===== src/rtl/s4ga_cfg_streamer.sv =====
// Configuration streamer for the s4ga LUT fabric: stores one bitstream image,
// then drives the fabric reset window and replays the image one segment per clock.
module s4ga_cfg_streamer #(
  parameter int N          = 13,
  parameter int K          = 4,
  parameter int SI_W       = 4,
  parameter int RST_CYCLES = N + 1
) (
  input  logic            clk,
  input  logic            rst,
  input  logic            load_i,
  input  logic            start_i,
  input  logic            stop_i,
  input  logic            wr_valid_i,
  input  logic [SI_W-1:0] wr_data_i,
  output logic            wr_ready_o,
  output logic [SI_W-1:0] fab_si_o,
  output logic            fab_rst_o,
  output logic            running_o,
  output logic            loaded_o,
  output logic            lut_last_o,
  output logic            pass_last_o,
  output logic [7:0]      pass_cnt_o
);

  localparam int N_W        = $clog2(N);
  localparam int IDX_SEGS   = (N_W + SI_W - 1) / SI_W;
  localparam int MASK_SEGS  = ((1 << K) + SI_W - 1) / SI_W;
  localparam int FRAME_SEGS = K * IDX_SEGS + MASK_SEGS;
  localparam int DEPTH      = N * FRAME_SEGS;
  localparam int A_W        = $clog2(DEPTH);
  localparam int RC_W       = $clog2(RST_CYCLES + 1);
  localparam int FS_W       = (FRAME_SEGS > 1) ? $clog2(FRAME_SEGS) : 1;

  localparam logic [A_W-1:0]  LAST_ADDR = A_W'(DEPTH - 1);
  localparam logic [FS_W-1:0] LAST_FS   = FS_W'(FRAME_SEGS - 1);
  localparam logic [RC_W-1:0] LAST_RC   = RC_W'(RST_CYCLES - 1);

  if (RST_CYCLES <= N) begin : g_bad_rst_cycles
    $error("s4ga_cfg_streamer: RST_CYCLES must be greater than N");
  end

  typedef enum logic [1:0] {S_IDLE, S_LOAD, S_RESET, S_RUN} state_e;

  state_e          state_q, state_d;
  logic [A_W-1:0]  wr_ptr_q, wr_ptr_d;
  logic [A_W-1:0]  rd_ptr_q, rd_ptr_d;
  logic [FS_W-1:0] fs_q, fs_d;
  logic [RC_W-1:0] rc_q, rc_d;
  logic            loaded_q, loaded_d;
  logic [SI_W-1:0] fab_si_q, fab_si_d;
  logic            fab_rst_q, fab_rst_d;
  logic            lut_last_q, lut_last_d;
  logic            pass_last_q, pass_last_d;
  logic [7:0]      pass_cnt_q, pass_cnt_d;

  logic [A_W-1:0]  pres_idx, nxt_idx;
  logic [FS_W-1:0] pres_fs, nxt_fs;
  logic            wr_en;

  logic [SI_W-1:0] mem [DEPTH];

  assign wr_ready_o = (state_q == S_LOAD);
  assign wr_en      = wr_ready_o && wr_valid_i;

  // NOTE: the image storage has no reset, so the contents survive rst and the
  // array maps onto plain registers or RAM without a reset network.
  always_ff @(posedge clk) begin
    if (wr_en) mem[wr_ptr_q] <= wr_data_i;
  end

  // NOTE: every always_comb output gets a default first so no latch is inferred.
  always_comb begin
    state_d  = state_q;
    wr_ptr_d = wr_ptr_q;
    rd_ptr_d = rd_ptr_q;
    fs_d     = fs_q;
    rc_d     = rc_q;
    loaded_d = loaded_q;

    // Entry into RUN always presents segment 0; afterwards the read pointer leads.
    pres_idx = (state_q == S_RUN) ? rd_ptr_q : '0;
    pres_fs  = (state_q == S_RUN) ? fs_q : '0;
    nxt_idx  = (pres_idx == LAST_ADDR) ? '0 : pres_idx + A_W'(1);
    nxt_fs   = (pres_fs == LAST_FS) ? '0 : pres_fs + FS_W'(1);

    unique case (state_q)
      S_IDLE: begin
        if (load_i) begin
          state_d  = S_LOAD;
          wr_ptr_d = '0;
          loaded_d = 1'b0;
        end else if (start_i && loaded_q) begin
          state_d = S_RESET;
          rc_d    = '0;
        end
      end
      S_LOAD: begin
        if (load_i) begin
          wr_ptr_d = '0;
        end else if (stop_i) begin
          state_d  = S_IDLE;
          loaded_d = 1'b0;
        end else if (wr_valid_i) begin
          if (wr_ptr_q == LAST_ADDR) begin
            state_d  = S_RESET;
            wr_ptr_d = '0;
            loaded_d = 1'b1;
            rc_d     = '0;
          end else begin
            wr_ptr_d = wr_ptr_q + A_W'(1);
          end
        end
      end
      S_RESET, S_RUN: begin
        if (load_i) begin
          state_d  = S_LOAD;
          wr_ptr_d = '0;
          loaded_d = 1'b0;
        end else if (stop_i) begin
          state_d = S_IDLE;
        end else if (state_q == S_RUN || rc_q == LAST_RC) begin
          state_d  = S_RUN;
          rd_ptr_d = nxt_idx;
          fs_d     = nxt_fs;
        end else begin
          rc_d = rc_q + RC_W'(1);
        end
      end
      default: state_d = S_IDLE;
    endcase

    fab_rst_d   = (state_d != S_RUN);
    fab_si_d    = fab_rst_d ? '0 : mem[pres_idx];
    lut_last_d  = !fab_rst_d && (pres_fs == LAST_FS);
    pass_last_d = !fab_rst_d && (pres_idx == LAST_ADDR);
    pass_cnt_d  = pass_cnt_q + 8'(pass_last_q);
  end

  // NOTE: sequential state uses non-blocking assignments only.
  always_ff @(posedge clk) begin
    if (rst) begin
      state_q     <= S_IDLE;
      wr_ptr_q    <= '0;
      rd_ptr_q    <= '0;
      fs_q        <= '0;
      rc_q        <= '0;
      loaded_q    <= 1'b0;
      fab_si_q    <= '0;
      fab_rst_q   <= 1'b1;
      lut_last_q  <= 1'b0;
      pass_last_q <= 1'b0;
      pass_cnt_q  <= '0;
    end else begin
      state_q     <= state_d;
      wr_ptr_q    <= wr_ptr_d;
      rd_ptr_q    <= rd_ptr_d;
      fs_q        <= fs_d;
      rc_q        <= rc_d;
      loaded_q    <= loaded_d;
      fab_si_q    <= fab_si_d;
      fab_rst_q   <= fab_rst_d;
      lut_last_q  <= lut_last_d;
      pass_last_q <= pass_last_d;
      pass_cnt_q  <= pass_cnt_d;
    end
  end

  assign fab_si_o    = fab_si_q;
  assign fab_rst_o   = fab_rst_q;
  assign running_o   = (state_q == S_RUN);
  assign loaded_o    = loaded_q;
  assign lut_last_o  = lut_last_q;
  assign pass_last_o = pass_last_q;
  assign pass_cnt_o  = pass_cnt_q;

endmodule


===== config.mk =====
export PLATFORM = sky130hd
export DESIGN_NAME = s4ga_cfg_streamer
export DESIGN_NICKNAME = d
export VERILOG_FILES = /design/src/rtl/s4ga_cfg_streamer.sv
export SDC_FILE = /design/constraint.sdc
export NUM_CORES = 1
export LEC_CHECK = 0
export ABC_CLOCK_PERIOD_IN_PS = 4059
export BUFFER_PORTS_ARGS = -buffer_cell sky130_fd_sc_hd__buf_2
export CAP_MARGIN = 20
export CORE_MARGIN = 10
export CORE_UTILIZATION = 50
export CTS_BUF_LIST = sky130_fd_sc_hd__clkbuf_8
export CTS_CLUSTER_SIZE = 30
export DETAILED_ROUTE_END_ITERATION = 8
export PLACE_DENSITY_LB_ADDON = 0.25
export SYNTH_ARGS = -nofsm -noshare
export SYNTH_HDL_FRONTEND = slang
export SYNTH_SLANG_ARGS = --single-unit

===== constraint.sdc =====
create_clock -name clk -period 4.06 [get_ports clk]
set_input_delay 0.812 -clock clk [delete_from_list [all_inputs] [get_ports clk]]
set_output_delay 0.812 -clock clk [all_outputs]
set_load 0.05 [all_outputs]

# [After elaboration in Yosys (flattened, before gate mapping)]
# Memory sizes are Yosys's and may differ from the RTL's. A register that Yosys moved wholly into a read port is not among the register bits.
# Cells that the tools add are included.
[word_totals] ff_bits=35 ram_bits=416 input_bits=10 elab_cells=92 n_memories=1
[op_classes] addsub=5 eq_ne=22 muxes=38 bitwise=2 reduce_logical=14
[memory_table] memory="mem" depth=104 word_bits=4 rd=1 rd_ports_with_merged_regs=1 wr=1 line="61" text="logic [SI_W-1:0] mem [DEPTH];"
[ops] op="two-way mux 7 bit" count=7
[ops] op="two-way mux 4 bit" count=9
[ops] op="two-way mux 2 bit" count=9
[ops] op="inequality test 2 bit (second input constant)" count=9
[ops] op="adder 7 x 1 -> 7 bit (second input constant)" count=2
[ops] op="equality test 7 bit (second input constant)" count=2
[ops] op="one-hot mux 7 bit (2 select lines)" count=1
[ops] op="one-hot mux 4 bit (3 select lines)" count=1
[ops] op="inequality test 3 bit (second input constant)" count=3
[ops] op="AND reduction 9 bit" count=1
[ops] op="adder 8 x 1 -> 8 bit" count=1
[ops] op="AND reduction 4 bit" count=2
[ops] op="two-way mux 1 bit" count=7
[ops] op="two-way mux 3 bit" count=2
[ops] op="one-hot mux 2 bit (3 select lines)" count=1
[ops] op="adder 4 x 1 -> 4 bit (second input constant)" count=1
[ops] op="equality test 2 bit (second input constant)" count=2
[ops] op="equality test 4 bit (second input constant)" count=1
[ops] op="logical AND 1 bit" count=4
[ops] op="inequality test 2 x 1 -> 1 bit (second input constant)" count=2
[ops] op="OR reduction 2 bit" count=2
[ops] op="adder 3 x 1 -> 3 bit (second input constant)" count=1
[ops] op="equality test 3 bit (second input constant)" count=1
[ops] op="inequality test 3 x 2 -> 1 bit (second input constant)" count=1
[ops] op="other kinds (8)" count=9

# [Longest topological paths before layout]
# Gate-level depths: netlist (run 1).
[depth] word_depth=9 ltp_mapped=11

# [Worst setup path after synthesis (run 1)]
# No wires, ideal clock.
[synth_timing] kind="register -> register" from="register state_q[0]" to="register rc_q[3]" arrival_ps=2328 setup_slack_ps=1604 path_stages_with_launch=12 path_buffers=3 cell_sequence="dfxtp_1 buf_2 buf_4 buf_2 nand2_1 inv_1 ha_1 a311o_1 a221o_1 a21o_1 a21oi_1 nor2_1"
[synth_via] elab_cells_between_ends=17
[synth_rtl] item="start: declaration" line="45" text="state_e state_q, state_d;"
[synth_rtl] item="start signal: assignment" line="155" text="state_q <= state_d;"
[synth_rtl] item="equality test 2 x 1 -> 1 bit (*)"
[synth_rtl] item="via wr_ready_o" line="16" text="output logic wr_ready_o,"
[synth_rtl] item="inequality test 2 x 1 -> 1 bit (no line) or inequality test 2 bit (tied branches)"
[synth_rtl] item="AND reduction 9 bit (no line)"
[synth_rtl] item="end signal: assignment" line="159" text="rc_q <= rc_d;"
[synth_rtl] item="end: declaration" line="49" text="logic [RC_W-1:0] rc_q, rc_d;"
# Mark *: on every way through the listed nets, which the timed path passes. The rest lies on a longest branch.
# A chain may end at the register's enable or synchronous reset.

# [Worst setup path after layout (run 1)]
[layout_timing] from="register rd_ptr_q[0]" to="register fab_si_q[3] (netlist: fab_si_o[3]) (read register of mem)"
[layout_via] elab_chain_cells=1
[layout_lines] item="start: declaration" line="47" text="logic [A_W-1:0] rd_ptr_q, rd_ptr_d;"
[layout_lines] item="start signal: assignment" line="157" text="rd_ptr_q <= rd_ptr_d;"
[layout_lines] item="two-way mux 7 bit" line="82" text="pres_idx = (state_q == S_RUN) ? rd_ptr_q : '0;"
[layout_lines] item="end: declaration" line="51" text="logic [SI_W-1:0] fab_si_q, fab_si_d;"
# No other way between the ends.

==> flow_summary.toml, run 1 <==
[die]
pin_count = 28
dieArea_mm2 = 0.0462
row_count = 71
start_util = 0.506
die_width_um = 215
coreArea_mm2 = 0.0376
dieHeight_um = 215

[worst_setup_path]
reg2regPathDepth = 7
cp.arrival_ns = 3.66
r2r-end = "fab_si_o[3]$_SDFF_PP0_"
crit_start = "rd_ptr_q[0]$_SDFFE_PP0P_"
endpoint_kind = "register"
r2r_start = "rd_ptr_q[0]$_SDFFE_PP0P_"
crit_required_ns = 4.60
reg2reg_setup_slack_ns = 0.94
crit_type = "register to register"
endpoint = "fab_si_o[3]$_SDFF_PP0_"
cp-start-kind = "register"
worstPathMaxFanout = 117

[detailed_routing]
wl_per_cell_um = 25.6
routed_wl_um = 50200
viasPerCell = 6.16
route.vias.total = 12100
drc = 0
drt_first_pass_iters = 6
ant_nets = 0
first_iter_violations = 1345

[timing]
finalCritPeriodShare = 0.768
final.setup_skew_ns = 0.0319
slew_headroom = 0.327
grt_setup_unrepaired = "no"
setup_violations = 0
finalHoldViolCount = 0
final.min_clock_period_ns = 3.12
final.setup.tns_ns = 0
drv_slew = 0
fmax_mhz = 321
worstMarginPinSlew_ns = 1.00

[pwr]
peakVddDrop_uv = 171
p_per_area_mw_per_mm2 = 424
power_mw = 8.94
p_leak_nw = 6.64

[synth]
synth_seq_area_share = 0.698
synth_edf_count = 416
synth_fp_nets = 1362
synth.distinct_cells = 78
synth_top_cell_area_share = 0.657
netlist_instances = 1342
ys.flop_type = "edfxtp_1"
yosysTopAreaCell = "edfxtp_1"
synth_warnings = 0
async_flop_share = 0
synth.area.top_cells = "edfxtp_1 66%, dfxtp_1 4.1%, nor2_1 3.3%"
ys_ff_latch = 455
netlist_area_mm2 = 0.0190
avgSynthCellArea_um2 = 14.2

[finish]
final_cell_count_no_fill = 1964
nets = 1413
drive_gt1_frac = 0.142
diodes = 0
final_area_mm2 = 0.0211
fill_cells = 3054
syn_to_final_growth_pct = 11.1

[grt]
antenna_found_initial = 1
grt_pass1_vias = 11900
grt_usage = 0.215
overflow = 0
grt_first_pass_wirelength_um = 75700
grt_max_degree = 118

[min_path]
hp-class = "register to register"

[run_status]
status = "completed"

[clocking]
cts.sinks = 455
clk_pin_slew_worst_paths_ns = 0.06
cts_buffer_depth = 3
holdBufCountCts = 0
cts-root-buf = "clkbuf_8"
tritoncts = "built"
clock_latency_ns = 0.62
cts_resized = 0
numCtsBuffers = 74
htree_levels = 3
cts_setup_buffers = 0

[placement]
portBuffers = 27
dpl.hpwl_um = 31700
placed_cell_area_mm2 = 0.0196
placed_cells = 1825
gp_congestion = 0.951

[run]
maxCapViolCount = 0
how the worst min path moves through the flow:
stage / start / endpoint / slack, ns / cells after the start
after floorplan: fs_q[1]$_SDFFE_PP0P_ / fs_q[1]$_SDFFE_PP0P_ / 0.43 / 2
after global placement: fs_q[2]$_SDFFE_PP0P_ / fs_q[2]$_SDFFE_PP0P_ / 0.44 / 2
after detailed placement: fs_q[2]$_SDFFE_PP0P_ / fs_q[2]$_SDFFE_PP0P_ / 0.45 / 2
after CTS: fs_q[2]$_SDFFE_PP0P_ / fs_q[2]$_SDFFE_PP0P_ / 0.46 / 2
after global routing: fs_q[1]$_SDFFE_PP0P_ / fs_q[1]$_SDFFE_PP0P_ / 0.49 / 2
final: fs_q[2]$_SDFFE_PP0P_ / fs_q[2]$_SDFFE_PP0P_ / 0.46 / 2
sequential cells by signal, indices dropped and copies added, names as in the netlist, 2 cells and up:
| name | count |
|---|---|
| fab_si_o | 4 |
| state_q | 2 |
| fs_q | 3 |
| wr_ptr_q | 7 |
| mem | 416 |
| rc_q | 4 |
| pass_cnt_o | 8 |
| rd_ptr_q | 7 |
cell families (layout without fill, tap and decap cells):
| group | count (synthesis) | after routing | synth area share |
|---|---|---|---|
| buf+inv | 109 | 220 | 0.0256 |
| xor+xnor | 10 | 10 | 0.00461 |
| simple gates | 386 | 386 | 0.0947 |
| fa+ha+maj | 10 | 10 | 0.00658 |
| flops | 455 | 455 | 0.698 |
| mux | 101 | 101 | 0.0689 |
| compound gates | 271 | 271 | 0.101 |
cells in the mapped netlist (4+ instances only):
master,n
edfxtp_1,416
nor2_1,165
nand2_1,84
a21oi_1,63
mux2i_1,60
buf_2,49
dfxtp_1,39
nand3_1,33
clkbuf_1,29
mux4_2,22
o21ai_0,22
a31oi_1,21
a211oi_1,20
o221ai_1,18
inv_1,17
o211ai_1,17
nor2b_1,14
and3_1,12
nor3_1,12
ha_1,10
mux2_1,10
nand3b_1,10
o22ai_1,10
or3_1,10
a221oi_1,9
mux2_2,9
nand2b_1,8
o22a_1,8
a311oi_1,7
a211o_1,6
a22oi_1,6
nor3b_1,6
nor4_1,6
o21ai_1,6
a22o_1,5
inv_2,5
nand4_1,5
o2bb2ai_1,5
xnor2_1,5
xor2_1,5
a21o_1,4
buf_1,4
buf_4,4
o2111ai_1,4
o311ai_0,4
routing by layer:
layer | vias to the layer above | GRT usage | wire [um]
met4 | 2 | 0.0983 | 1890
li1 | 5324 | - | -
met1 | 5966 | 0.289 | 20400
met3 | 111 | 0.0612 | 5400
met5 | - | 0 | 13
met2 | 705 | 0.318 | 22600
area by class of cell:
type / count / area (um2) / share of cell area
clock buffers: 79 / 1090 / 0.0515
well taps: 511 / 639 / 0.0303
multi-input cells: 778 / 5240 / 0.248
clock inverters: 57 / 297 / 0.0141
flip-flops and latches: 455 / 13300 / 0.629
inverters: 22 / 82.6 / 0.00391
repair buffers: 62 / 473 / 0.0224
cell usage in the layout, fill, tap and decap left out, types with 20 or more instances in the layout:
cell type  instances
nand2_1           84
edfxtp_1         416
a211oi_1          20
a31oi_1           21
buf_4             35
a21oi_1           63
clkbuf_8          79
mux4_2            22
dfxtp_1           36
nand3_1           33
o21ai_0           22
buf_2             23
inv_1             43
nor2_1           165
mux2i_1           60
through the flow:
stage | hold WS [ns] | setup WS [ns] | utilization
final | 0.463 | 0.940 | 0.562
after global routing | 0.491 | 0.900 | 0.562
after CTS | 0.460 | 0.980 | 0.560
after detailed placement | 0.452 | 1.08 | 0.523
after global placement | 0.439 | 1.07 | 0.523
after floorplan | 0.432 | 1.60 | -
where the power goes:
part	total [mW]	switching, mW	internal, mW
logic	0.139	0.111	0.0272
registers	5.11	0.00189	5.11
clock network	3.70	1.76	1.93
total	8.94	1.88	7.07
critical path: stages, from the launching register on:
cell      delay [ns]
dfxtp_4         0.53
buf_12          0.41
o211ai_1        0.50
a21oi_1         0.26
a211oi_1        0.09
a211oi_1        0.61
a211oi_1        0.15
a311oi_2        0.25
No activity file was read; power rests on OpenSTA's default activity.
==> inputs of run 2 (changes only) <==
ABC_CLOCK_PERIOD_IN_PS = 2600   (was 4059)
clock period = 2.6 ns   (was 4.06 ns; I/O delays follow)
==> run 2 against run 1 <==
Global-route usage is 0.13 points higher. Sequential share of layout area is 1.4 points lower. Die area stayed put. Sequential power is 56% higher. Worst setup slack worse by 0.85 ns.
==> flow_summary.toml, run 2 (synthesis gave the netlist of run 1 again) <==
[run_status]
status = "completed"

[worst_setup_path]
cpPeakStageDelay_ns = 0.35
crit_chain = "buf_12 -> nand2_1 -> inv_4 -> buf_4 -> clkbuf_4"
crit_buf_inv = 4
crit_type = "register to primary output"
worstPathMaxFanout = 37
cp.arrival_ns = 1.99
endpoint_kind = "primary output"
cp_top_family = "buffers and inverters"
critPathSlowestCell = "dfxtp_1"
cp-start-kind = "register"
crit_required_ns = 2.08

[timing]
final.setup_skew_ns = 0.0409
slew_headroom = 0.596
drv_slew = 0
fmax_mhz = 399
grt_setup_unrepaired = "no"
setup_violations = 0
final.setup.tns_ns = 0
finalHoldViolCount = 0
final.min_clock_period_ns = 2.51
worstMarginPinSlew_ns = 0.606
finalCritPeriodShare = 0.965

[pwr]
power_mw = 14.0
p_sw_mw = 2.95
swShare = 0.211
internal_power_mw = 11.1
p_per_area_mw_per_mm2 = 649
p_leak_nw = 6.88
seqPwrFrac = 0.570
peakVddDrop_uv = 311
power.share.combinational = 0.016
pwr-share-clk = 0.414

[finish]
nets = 1459
final_util = 0.574
final_cell_count_no_fill = 2010
final_common_cell = "edfxtp_1"
largest_reg_flops = 416
final_area_mm2 = 0.0216
final_cell_mix = "416 x edfxtp_1, 165 x nor2_1, 84 x nand2_1, 79 x clkbuf_8, 71 x buf_4"
drive_gt1_frac = 0.174
top_register = "mem"
syn_to_final_growth_pct = 13.6

[placement]
gp_congestion = 0.983
portBuffers = 27
placed_cell_area_mm2 = 0.0202
placed_cells = 1874
dpl.hpwl_um = 33400

[die]
pin_count = 28
dieHeight_um = 215
row_count = 71
die_width_um = 215
coreArea_mm2 = 0.0376
dieArea_mm2 = 0.0462
start_util = 0.506

[grt]
grt_util_met1 = 0.295
grt_usage = 0.216
use_met2 = 0.319
grt_use_met3 = 0.0594
overflow = 0
grt-busiest-layer = "met2"
antenna_found_initial = 0
grt_first_pass_wirelength_um = 76300
grt_max_degree = 105
grt_pass1_vias = 12100

[clocking]
holdBufCountCts = 0
numCtsBuffers = 74
cts.sinks = 455
cts_setup_buffers = 0
cts_buffer_depth = 3
clock_latency_ns = 0.63
htree_levels = 3
cts_resized = 3
cts-root-buf = "clkbuf_8"
tritoncts = "built"
clk_pin_slew_worst_paths_ns = 0.06

[detailed_routing]
first_iter_violations = 1463
route.vias.total = 12400
ant_nets = 0
drt_first_pass_iters = 6
wl_per_cell_um = 25.1
drc = 0
routed_wl_um = 50500
viasPerCell = 6.17

[run]
maxCapViolCount = 0

[min_path]
hp-class = "input pin to register"
-- run 2: changes by cell type in the layout (fill, tap and decap cells not counted), moves of 2 or more --
cell | before | now
inv_1 | 43 | 34
buf_16 | 2 | 0
buf_12 | 2 | 14
clkinv_1 | 18 | 21
clkinv_2 | 6 | 13
inv_2 | 5 | 3
buf_4 | 35 | 71
-- run 2: cell type report --
| cell class | instances | area (um2) |
|---|---|---|
| fill | 3005 | 16000 |
| tap | 511 | 639 |
| antenna | 1 | 2.50 |
| sequential | 455 | 13300 |
| clock inverter | 56 | 299 |
| timing repair buffer | 108 | 931 |
| multi-input combinational | 778 | 5250 |
| clock buffer | 79 | 1090 |
| inverter | 22 | 86.3 |
-- run 2: power groups by stage --
stage               Clock [mW]  Sequential (mW)  Combinational, mW
floorplan                    0             8.14             0.0580
global placement             0             8.13              0.223
detailed placement           0             8.13              0.225
CTS                       5.88             7.98              0.225
global route              6.23             7.98              0.241
finish                    5.80             7.98              0.222
-- run 2: path summary, 6_finish.rpt --
path / startpoint / end / slack [ns] / depth (start not counted)
max: state_q[1]$_SDFF_PP0_ / running_o / 0.09 / 5
min: wr_data_i[2] / mem[94][2]$_DFFE_PP_ / 0.23 / 1
max reg2reg: state_q[1]$_SDFF_PP0_ / fab_si_o[0]$_SDFF_PP0_ / 0.12 / 9
min reg2reg: fs_q[1]$_SDFFE_PP0P_ / fs_q[1]$_SDFFE_PP0P_ / 0.46 / 2
-- run 2: worst register-to-register path, cell delays in order (launching register included) --
cell	delay, ns
dfxtp_1	0.35
buf_12	0.21
nand3_4	0.27
nor2_2	0.46
buf_4	0.22
nand2_1	0.06
a211oi_1	0.35
a311oi_1	0.12
buf_4	0.19
a211oi_2	0.19
-- run 2: metal layers --
layer,routed length [um],vias to the layer above
li1,-,5416
met1,20900,6155
met2,22500,716
met3,5230,122
met4,1840,0
met5,0,-
-- run 2: through the flow --
| stage | hold WS (ns) | setup WS [ns] |
|---|---|---|
| finish | 0.229 | 0.0922 |
| global route | 0.210 | 0.00811 |
| floorplan | 0.432 | 0.144 |
| global placement | 0.441 | 0.0319 |
| detailed placement | 0.453 | 0.0000422 |
| CTS | 0.217 | 0.0379 |
==> inputs of run 3 (changes only) <==
CORE_MARGIN = 5   (was 10)
==> run 3 against run 2 <==
Via count up 0.35%. Power shrank 0.49%. Core utilization increased by 0.28 points. Fmax down 0.81%. Wire length up 1.0%. Largest power group unchanged. Highest routed layer unchanged.
==> flow_summary.toml, run 3 (synthesis gave the netlist of run 1 again) <==
[timing]
hold_ws_ns = 0.280
finalHoldViolCount = 0
setup_violations = 0
drv_slew = 0
worstMarginPinSlew_ns = 0.604
grt_setup_unrepaired = "no"
final.min_clock_period_ns = 2.53
finalCritPeriodShare = 0.972
final.setup_skew_ns = 0.0293
slew_headroom = 0.591
fmax_mhz = 396

[finish]
regArea_mm2 = 0.0133
fill_cells = 2946
final_area_mm2 = 0.0217
final_cell_mix = "416 x edfxtp_1, 165 x nor2_1, 86 x buf_4, 84 x nand2_1, 79 x clkbuf_8"
top_register = "mem"
syn_to_final_growth_pct = 14.1
final_common_cell = "edfxtp_1"
largest_reg_flops = 416
drive_gt1_frac = 0.178
diodes = 0
nets = 1476
multi_input_area_mm2 = 0.00526

[detailed_routing]
first_iter_violations = 1601
routed_wl_um = 51000
drc = 0
viasPerCell = 6.15
drt_first_pass_iters = 8
wl_per_cell_um = 25.2
ant_nets = 0
route.vias.total = 12500

[pwr]
power.share.combinational = 0.016
peakVddDrop_uv = 405
p_sw_mw = 2.99
p_per_area_mw_per_mm2 = 643
internal_power_mw = 10.9
pwr-share-clk = 0.411
p_leak_nw = 7.00
seqPwrFrac = 0.573
power_mw = 13.9
swShare = 0.215

[clocking]
cts.sinks = 455
numCtsBuffers = 75
htree_levels = 3
cts_buffer_depth = 3
clk_pin_slew_worst_paths_ns = 0.06
clock_latency_ns = 0.63
cts-root-buf = "clkbuf_8"
tritoncts = "built"

[grt]
overflow = 0
grt_usage = 0.244
grt_max_degree = 105
grt_first_pass_wirelength_um = 77100
antenna_found_initial = 1
grt_pass1_vias = 12200

[worst_setup_path]
cp-start-kind = "register"
endpoint_kind = "register"
cp.arrival_ns = 3.08
crit_required_ns = 3.15
crit_buf_inv = 2
cpPeakStageDelay_ns = 0.57
worstPathMaxFanout = 21
crit_chain = "nand3_4 -> buf_4 -> nor2_2 -> buf_4 -> a211oi_1 -> a211oi_1 -> a311oi_1 -> a211oi_2"
crit_type = "register to register"
cp_top_family = "compound AO/OA/AOI/OAI gates"
critPathSlowestCell = "dfxtp_4"

[die]
dieHeight_um = 205
die_width_um = 205
pin_count = 28
coreArea_mm2 = 0.0376
start_util = 0.506
dieArea_mm2 = 0.0420
row_count = 71

[placement]
placed_cell_area_mm2 = 0.0203
portBuffers = 27
dpl.hpwl_um = 34000
gp_congestion = 0.989

[run_status]
status = "completed"

[run]
maxCapViolCount = 0

[min_path]
hp-class = "input pin to register"
[run 3: changes by cell type in the layout (fill, tap and decap cells not counted), moves of 2 or more]
| cell | previous run | this run |
|---|---|---|
| clkinv_1 | 21 | 14 |
| buf_4 | 71 | 86 |
| clkinv_2 | 13 | 5 |
| inv_2 | 3 | 5 |
| inv_1 | 34 | 50 |
| dfxtp_2 | 1 | 3 |
[run 3: metrics by stage]
| stage | setup slack (ns) | setup TNS [ns] | utilization | cells |
|---|---|---|---|---|
| after floorplan | 0.144 | 0 | - | 1342 |
| after global placement | -0.0730 | -0.0730 | 0.540 | 1888 |
| after detailed placement | -0.0250 | -0.0678 | 0.540 | 1888 |
| after CTS | 0.112 | 0 | 0.576 | 2024 |
| after global routing | 0.00232 | 0 | 0.577 | 2026 |
| final | 0.0718 | 0 | 0.577 | 2026 |
[run 3: routing by layer]
layer / GRT usage / vias to the layer above / wire (um)
met5: 0 / - / 0
met4: 0.0885 / 0 / 1650
met3: 0.0476 / 125 / 5050
met2: 0.380 / 734 / 23500
met1: 0.347 / 6144 / 20800
li1: - / 5450 / -
[run 3: path summary, 6_finish.rpt]
check                                start                     end  slack (ns)  cells past startpoint
hold / removal                      load_i    fs_q[0]$_SDFFE_PP0P_        0.28                      3
setup reg to reg  rd_ptr_q[0]$_SDFFE_PP0P_  fab_si_o[0]$_SDFF_PP0_        0.07                      8
setup / recovery  rd_ptr_q[0]$_SDFFE_PP0P_  fab_si_o[0]$_SDFF_PP0_        0.07                      8
hold reg to reg       fs_q[1]$_SDFFE_PP0P_    fs_q[1]$_SDFFE_PP0P_        0.45                      2
[run 3: final cells by class]
cell class | count | share of cell area
sequential | 455 | 0.613
multi-input combinational | 778 | 0.243
clock buffer | 79 | 0.0501
timing repair buffer | 124 | 0.0489
tap | 511 | 0.0295
clock inverter | 57 | 0.0123
inverter | 22 | 0.00381
[run 3: power groups by stage]
stage	logic (mW)	clock network [mW]	registers, mW
global placement	0.221	0	8.13
finish	0.224	5.73	7.98
detailed placement	0.224	0	8.13
floorplan	0.0580	0	8.14
global route	0.240	6.18	7.98
CTS	0.224	5.82	7.98
[run 3: worst min-delay path, delay by kind of cell]
kind | cells | cell delay (ns)
buf+inv | 2 | 0.23
compound gates | 1 | 0.09
[run 3: what timing repair did]
| item | 4_1_cts | 5_1_grt |
|---|---|---|
| buffers inserted | 0 | 2 |
| hold buffers | 0 | 0 |
| gates cloned | 0 | 0 |
| gates resized for setup | 5 | 2 |
| pin swaps | 0 | 1 |
| endpoints found under the setup margin | 7 | 10 |
